===== config.mk =====
export PLATFORM = sky130hd
export DESIGN_NAME = uart_tx_frame
export DESIGN_NICKNAME = d
export VERILOG_FILES = /design/src/rtl/uart_pkg.sv /design/src/rtl/uart_tx_hold_buf.sv /design/src/rtl/uart_tx_frame.sv
export SDC_FILE = /design/constraint.sdc
export NUM_CORES = 1
export LEC_CHECK = 0
export CELL_PAD_IN_SITES_DETAIL_PLACEMENT = 1
export CELL_PAD_IN_SITES_GLOBAL_PLACEMENT = 2
export CORE_ASPECT_RATIO = 1.5
export CORE_MARGIN = 3
export CORE_UTILIZATION = 39
export CTS_CLUSTER_DIAMETER = 100
export DETAILED_ROUTE_END_ITERATION = 8
export GPL_TIMING_DRIVEN = 0
export HOLD_SLACK_MARGIN = 0.03
export PLACE_DENSITY_LB_ADDON = 0.12
export SYNTH_ARGS = -nofsm -noshare
export SYNTH_HDL_FRONTEND = slang
export SYNTH_HIERARCHICAL = 1
export SYNTH_SLANG_ARGS = --single-unit

===== constraint.sdc =====
create_clock -name clk -period 3.9 [get_ports clk]
set_clock_uncertainty 0.1 [all_clocks]
set_input_delay 0.78 -clock clk [delete_from_list [all_inputs] [get_ports clk]]
set_output_delay 0.78 -clock clk [all_outputs]
set_load 0.01 [all_outputs]

===== src/rtl/uart_pkg.sv =====
// Shared types and defaults for the UART transmit path.
package uart_pkg;

  typedef enum logic [2:0] {
    IDLE,
    START,
    DATA,
    PARITY,
    STOP
  } tx_state_e;

  localparam int DBIT_DEF      = 8;
  localparam int STOP_BITS_DEF = 1;

  // Number of bit periods (baud ticks) one frame occupies on the line.
  function automatic int frame_ticks(input int dbit, input int par_bits, input int stop_bits);
    return 1 + dbit + par_bits + stop_bits;
  endfunction

endpackage


===== src/rtl/uart_tx_hold_buf.sv =====
// One-entry holding register between the byte producer and the transmit framer.
// Accepts a word on a valid/ready handshake and keeps it until the framer loads it.
module uart_tx_hold_buf
  import uart_pkg::*;
#(
  parameter int W = DBIT_DEF
) (
  input  logic         clk,
  input  logic         rst,
  input  logic [W-1:0] in_data,
  input  logic         in_valid,
  output logic         in_ready,
  input  logic         load,
  output logic [W-1:0] out_data,
  output logic         full
);

  logic         full_q, full_d;
  logic         ready_q, ready_d;
  logic [W-1:0] data_q, data_d;
  logic         accept;

  // Accept only while empty; a load can only happen while full, so the two never coincide.
  always_comb begin
    accept  = in_valid & ready_q;
    full_d  = full_q;
    data_d  = data_q;
    if (accept) begin
      full_d = 1'b1;
      data_d = in_data;
    end else if (load) begin
      full_d = 1'b0;
    end
    ready_d = ~full_d;
  end

  // Occupancy flags; ready is kept as its own flop so the port is driven straight from a register.
  always_ff @(posedge clk or posedge rst) begin
    if (rst) begin
      full_q  <= 1'b0;
      ready_q <= 1'b1;
    end else begin
      full_q  <= full_d;
      ready_q <= ready_d;
    end
  end

  // Stored word; meaningless while empty, so it needs no reset.
  always_ff @(posedge clk) begin
    data_q <= data_d;
  end

  assign in_ready = ready_q;
  assign out_data = data_q;
  assign full     = full_q;

endmodule


===== src/rtl/uart_tx_frame.sv =====
// UART transmit framer: start bit, DBIT data bits LSB first, optional parity, STOP_BITS stop bits.
// Every line transition is paced by baud_trig_tx; tx changes the clock after each tick.
// Optional feature: define UART_TX_PARITY_EN to insert a parity bit (^data ^ PAR_ODD) after the data.
module uart_tx_frame
  import uart_pkg::*;
#(
  parameter int DBIT      = DBIT_DEF,
  parameter int STOP_BITS = STOP_BITS_DEF,
  parameter int PAR_ODD   = 0
) (
  input  logic            clk,
  input  logic            rst,
  input  logic            baud_trig_tx,
  input  logic [DBIT-1:0] tx_data,
  input  logic            tx_valid,
  output logic            tx_ready,
  output logic            tx,
  output logic            tx_busy,
  output logic            tx_done
);

  localparam int CW = $clog2(DBIT);

  // Reject configurations the framer is not built for.
  if (DBIT < 5 || DBIT > 8 || STOP_BITS < 1 || STOP_BITS > 2 || PAR_ODD < 0 || PAR_ODD > 1)
  begin : g_bad_cfg
    $error("uart_tx_frame: unsupported DBIT/STOP_BITS/PAR_ODD combination");
  end

  tx_state_e       state_q, state_d;
  logic [DBIT-1:0] shreg_q, shreg_d;
  logic [CW-1:0]   bit_cnt_q, bit_cnt_d;
  logic            stop_cnt_q, stop_cnt_d;
  logic            tx_q, tx_d;
  logic            busy_q, busy_d;
  logic            done_q, done_d;
  logic            load;
  logic            buf_full;
  logic [DBIT-1:0] buf_data;
`ifdef UART_TX_PARITY_EN
  logic            par_q, par_d;
`endif

  uart_tx_hold_buf #(.W(DBIT)) u_hold (
    .clk      (clk),
    .rst      (rst),
    .in_data  (tx_data),
    .in_valid (tx_valid),
    .in_ready (tx_ready),
    .load     (load),
    .out_data (buf_data),
    .full     (buf_full)
  );

  // Next-state and next-output logic; a load pulls the buffered byte into the shift register.
  always_comb begin
    state_d    = state_q;
    shreg_d    = shreg_q;
    bit_cnt_d  = bit_cnt_q;
    stop_cnt_d = stop_cnt_q;
    tx_d       = tx_q;
    done_d     = 1'b0;
    load       = 1'b0;
`ifdef UART_TX_PARITY_EN
    par_d      = par_q;
`endif
    case (state_q)
      IDLE: begin
        if (baud_trig_tx && buf_full) begin
          load    = 1'b1;
          tx_d    = 1'b0;
          state_d = START;
        end
      end
      START: begin
        if (baud_trig_tx) begin
          tx_d      = shreg_q[0];
          bit_cnt_d = '0;
          state_d   = DATA;
        end
      end
      DATA: begin
        if (baud_trig_tx) begin
          shreg_d = shreg_q >> 1;
          if (bit_cnt_q == CW'(DBIT - 1)) begin
`ifdef UART_TX_PARITY_EN
            tx_d    = par_q;
            state_d = PARITY;
`else
            tx_d       = 1'b1;
            stop_cnt_d = 1'b0;
            state_d    = STOP;
`endif
          end else begin
            bit_cnt_d = bit_cnt_q + CW'(1);
            tx_d      = shreg_q[1];
          end
        end
      end
`ifdef UART_TX_PARITY_EN
      PARITY: begin
        if (baud_trig_tx) begin
          tx_d       = 1'b1;
          stop_cnt_d = 1'b0;
          state_d    = STOP;
        end
      end
`endif
      STOP: begin
        if (baud_trig_tx) begin
          if (stop_cnt_q == 1'(STOP_BITS - 1)) begin
            done_d     = 1'b1;
            stop_cnt_d = 1'b0;
            // A waiting byte starts immediately so consecutive frames have no idle gap.
            if (buf_full) begin
              load    = 1'b1;
              tx_d    = 1'b0;
              state_d = START;
            end else begin
              tx_d    = 1'b1;
              state_d = IDLE;
            end
          end else begin
            stop_cnt_d = stop_cnt_q + 1'b1;
          end
        end
      end
      default: state_d = IDLE;
    endcase
    if (load) begin
      shreg_d = buf_data;
`ifdef UART_TX_PARITY_EN
      par_d   = (^buf_data) ^ 1'(PAR_ODD);
`endif
    end
    busy_d = (state_d != IDLE);
  end

  // Framer FSM, counters and registered line outputs; reset returns the line to idle at once.
  always_ff @(posedge clk or posedge rst) begin
    if (rst) begin
      state_q    <= IDLE;
      bit_cnt_q  <= '0;
      stop_cnt_q <= 1'b0;
      tx_q       <= 1'b1;
      busy_q     <= 1'b0;
      done_q     <= 1'b0;
    end else begin
      state_q    <= state_d;
      bit_cnt_q  <= bit_cnt_d;
      stop_cnt_q <= stop_cnt_d;
      tx_q       <= tx_d;
      busy_q     <= busy_d;
      done_q     <= done_d;
    end
  end

  // Shift register (and parity bit) only carry data, always reloaded before use.
  always_ff @(posedge clk) begin
    shreg_q <= shreg_d;
`ifdef UART_TX_PARITY_EN
    par_q   <= par_d;
`endif
  end

  assign tx      = tx_q;
  assign tx_busy = busy_q;
  assign tx_done = done_q;

endmodule

# [After elaboration in Yosys (flattened, before gate mapping)]
# Index checks and enable logic that the tools add are counted.
[op_classes] magnitude_cmp=0 n_mul=0 n_addsub=2 div_mod_pow=0 n_eq_ne=11 muxes=38 shift=0 n_bitwise=2 n_reduce_logical=12
[ops] cell="3-bit two-way mux" n=9
[ops] cell="8-bit two-way mux" n=3
[ops] cell="1-bit two-way mux" n=21
[ops] cell="2-bit inequality test (second input constant)" n=7
[ops] cell="3-bit case mux with 4 select lines" n=1
[ops] cell="4-bit AND reduction" n=2
[ops] cell="2-bit nonzero test" n=4
[ops] cell="3-bit == test (second input constant)" n=2
[ops] cell="3-bit case mux with 2 select lines" n=1
[ops] cell="6-bit AND reduction" n=1
[ops] cell="1-bit case mux with 2 select lines" n=2
[ops] cell="1-bit case mux with 4 select lines" n=1
[ops] cell="4-bit nonzero test" n=1
[ops] cell="3-bit by 1-bit adder with 3-bit output (second input constant)" n=1
[ops] cell="3-bit by 1-bit == test with 1-bit output (second input constant)" n=1
[ops] cell="3-bit by 2-bit == test with 1-bit output (second input constant)" n=1
[ops] cell="3-bit zero test" n=1
[ops] cell="3-bit nonzero test" n=1
[ops] cell="2-bit AND reduction" n=1
[ops] cell="1-bit adder (second input constant)" n=1
[ops] cell="1-bit bitwise AND" n=1
[ops] cell="1-bit logical AND" n=1
[ops] cell="1-bit inverter" n=1
[totals] romBits=0 latchBits=0 n_memories=0 elab_cells=75 mem_bits_rw=0 register_bits=28

# [Logic depth before layout (Yosys ltp)]
[depth] ltp_word=7 ltp_mapped=5

# [Hierarchy]
# Netlist, hierarchy kept.
[modules_own_cells] mod="uart_tx_frame" area_per_inst_um2=899.6 seq_area_each_um2=466.7 instances=1 cells_per_inst=77
[modules_own_cells] mod="uart_tx_hold_buf" area_per_inst_um2=319.1 seq_area_each_um2=291.5 instances=1 cells_per_inst=16

# [Least setup slack after synthesis]
# OpenSTA, ideal clock, no wires.
[synth_path] path_kind="input to register" startpoint="in baud_trig_tx" endpoint="reg shreg_q[0] (enable)" slack_ns=1.773 setup_time_ns=0.385 required_time_ns=3.415 path_buffers=1 cell_stages=2 t_arrival_ns=1.642 cell_sequence="buf_2 -> nor3b_1"
[synth_via] elab_chain_cells=5
[synth_lines] item="start: declaration" line="uart_tx_frame.sv:13" source="input logic baud_trig_tx,"
[synth_lines] item="1-bit logical AND" line="uart_tx_frame.sv:69" source="if (baud_trig_tx && buf_full) begin"
[synth_lines] item="1-bit two-way mux" line="uart_tx_frame.sv:69"
[synth_lines] item="1-bit case mux with 2 select lines" line="uart_tx_frame.sv:67" source="case (state_q)"
[synth_lines] item="2-bit nonzero test (no line)"
[synth_lines] item="2-bit AND reduction (no line) *"
[synth_lines] item="end signal: assignment" line="uart_tx_frame.sv:160" source="shreg_q <= shreg_d;"
[synth_lines] item="end: declaration" line="uart_tx_frame.sv:31" source="logic [DBIT-1:0] shreg_q, shreg_d;"
# Mark *: on every way between the ends. The rest lies on a longest branch, timed or not.
# A chain may end at the register's enable or synchronous reset.

# [Worst setup path in the final report]
[layout_path] startpoint="in baud_trig_tx" endpoint="reg shreg_q[4] (enable)"
# Same word-level chain as after synthesis.

==> reports/metrics.yaml <==
status: "finished clean"
cts_setup_buffers: 0
clk_latency_ns: 0.27
reg2reg_to: "shreg_q[4]"
wl_met3_um: 76
insertedDiodeCount: 0
period_needed_ns: 2.68
core-area_um2: 2940
dr_total_vias: 780
fillers: 333
yosys_most_used_dff: "edfxtp_1"
fin_total_pwr_uw: 977
netlist_instances: 93
yosysWarnings: 6
ff2ff_path_depth: 4
synth.top_cells.by_count: "edfxtp_1 (16), dfrtp_1 (9), nor2_1 (8)"
synthArstFlopShare_pct: 40.7
place_inst: 147
avgSynthCellArea_um2: 13.1
synth.most_common_cell: "edfxtp_1"
ir_drop_mv: 0.421
tightest_slew_ns: 1.16
wl_per_cell_um: 14.3
fin_setup_tns_ns: 0
cts_resized: 0
start_util_pct: 41.4
die-area_um2: 3850
syn-num-nets: 107
p_leak_nw: 0.561
cts_hold_buf: 0
min_path_type: "register to register"
final_layout_size_suffix_gt1_share_pct: 18.8
wl_met2_mm: 1.18
drtPass1Iterations: 4
slew_headroom_pct: 22.5
max_freq_mhz: 373
dpl.hpwl_mm: 1.68
overflow: 0
drt_iter0_markers: 10
grt_setup_unrepaired: "no"
grt_usage_pct: 12.9
rows: 24
grt_pass1_wl_mm: 3.56
cts_sinks: 27
routabilityCongestion: 0.749
layout.cells.non_filler: 151
ant_nets: 0
antenna_found_initial: 0
multi_input_area_um2: 409
dieHeight_um: 74.5
path_class: "primary input to register"
required_ns: 3.69
viasPerCell: 5.17
routed.top_layer: "met4"
maxCapViolCount: 0
io_buffers: 15
cp_data_arrival_time_ns: 2.47
io_pins: 16
worstSetupStartpointType: "primary input"
hold_viol_final: 0
nNetsFinal: 127
synth_seq_cells: 27
seqCellArea_um2: 758
seq_area_frac_synth_pct: 62.2
hp-start: "bit_cnt_q[1]"
synthesis.area_um2: 1220
fin_crit_sh_pct: 68.7
h-tree-depth: 1
drcViolationCount: 0
grt_pass1_vias: 768
ys_top_cells_by_area: "edfxtp_1 (39%), dfrtp_1 (18%), mux2_2 (6.5%)"
clockBufferDepth: 2
r2r_slack_ns: 1.56
power_density_nw_per_um2: 668
routedLengthMet1_um: 843
fin_area_um2: 1460
wl_mm: 2.16
cts_tree: "done"
root_buffer: "clkbuf_8"
whs_path_depth: 1
synth_top_area_share_pct: 39.4
setup_viol: 0
grt_max_degree: 16
crit_path_max_fanout: 10
yosysUniqueCellTypes: 33
dpl_cell_area_um2: 1420
yosys.area.top_type: "edfxtp_1"
cp-end-kind: "register"
reg2reg_from: "state_q[1]"
die_w_um: 51.6
cts_made_buffers: 3
synth_edf_count: 16
clk_pin_slew_ns: 0.09
maxSlewViolCount: 0
holdPathEnd: "bit_cnt_q[1]"
area_delta_synth_final_pct: 20.1
per-stage QoR:
stage	setup slack (ns)	hold slack (ns)	util, %
6_report	1.22	0.423	49.7
5_1_grt	1.06	0.462	49.7
4_1_cts	1.14	0.431	49.7
3_5_place_dp	0.862	0.406	48.2
3_3_place_gp	0.930	0.400	48.2
2_1_floorplan	1.77	0.382	-
placed cells by master (no fill, tap or decap):
cell / count
buf_6: 1
inv_1: 5
a22oi_1: 3
nor4b_2: 1
nor2b_1: 2
ha_1: 2
dfrtp_1: 9
a21oi_1: 2
nor3_1: 1
buf_2: 2
a21o_1: 1
nand2_1: 7
buf_4: 1
o21a_1: 1
clkbuf_8: 3
o21ai_0: 5
a31oi_1: 2
a41oi_2: 1
o2bb2ai_1: 3
clkbuf_1: 1
nand2b_1: 1
and2b_1: 1
clkdlybuf4s50_1: 15
a211o_1: 1
nand3b_1: 1
dfstp_2: 2
mux2_2: 7
and2_1: 1
nor3_4: 1
edfxtp_1: 16
mux2i_1: 1
nor2_1: 8
clkinv_2: 1
or4_4: 1
o21bai_1: 1
nor3b_1: 1
critical path: stages:
cell and delay (ns):
clkdlybuf4s50_1 0.50, buf_2 0.23, nor3b_1 0.95
layer usage:
layer  track usage [%]  up-vias
li1                  -      375
met1              13.6      381
met2              23.8       18
met3              2.61        6
met4              6.41        0
met5                 0        -
kinds of logic (layout without fill, tap and decap cells):
logic type | count (synthesis) | count (layout) | share of synthesized area [%]
adder cells (fa/ha/maj) | 2 | 2 | 2.05
AO/OA/AOI/OAI | 20 | 20 | 11.8
flip-flops | 27 | 27 | 62.2
AND/OR/NAND/NOR | 26 | 26 | 12.4
buffers and inverters | 10 | 29 | 4.21
multiplexers | 8 | 8 | 7.29
cell type report:
type / instances / area share (%)
Sequential cell: 27 / 51.8
Buffer: 5 / 2.22
Timing Repair Buffer: 15 / 10.3
Multi-Input combinational cell: 56 / 27.9
Tap cell: 39 / 3.33
Inverter: 5 / 1.28
Clock inverter: 1 / 0.342
Clock buffer: 3 / 2.82
registers in the layout (all words and copies together) (netlist names):
signal / flops
bit_cnt_q: 3
u_hold/in_ready: 1
u_hold/full: 1
shreg_q: 8
u_hold/out_data: 8
tx_busy: 1
tx_done: 1
state_q: 3
tx: 1
report_power, final:
group | switching [mW] | total [mW] | internal (mW)
Combinational | 0.182 | 0.359 | 0.177
Sequential | 0.0462 | 0.465 | 0.419
Clock | 0.0821 | 0.154 | 0.0714
Total | 0.310 | 0.977 | 0.667
worst max-delay path by stage:
stage | from | endpoint | slack, ns | depth (start not counted)
6_report | baud_trig_tx | shreg_q[4] | 1.22 | 3
5_1_grt | baud_trig_tx | shreg_q[0] | 1.06 | 3
3_5_place_dp | baud_trig_tx | shreg_q[0] | 0.86 | 3
3_3_place_gp | baud_trig_tx | shreg_q[0] | 0.93 | 3
4_1_cts | baud_trig_tx | shreg_q[4] | 1.14 | 3
2_1_floorplan | baud_trig_tx | shreg_q[0] | 1.77 | 2
Power figures use the tool's default switching activity.
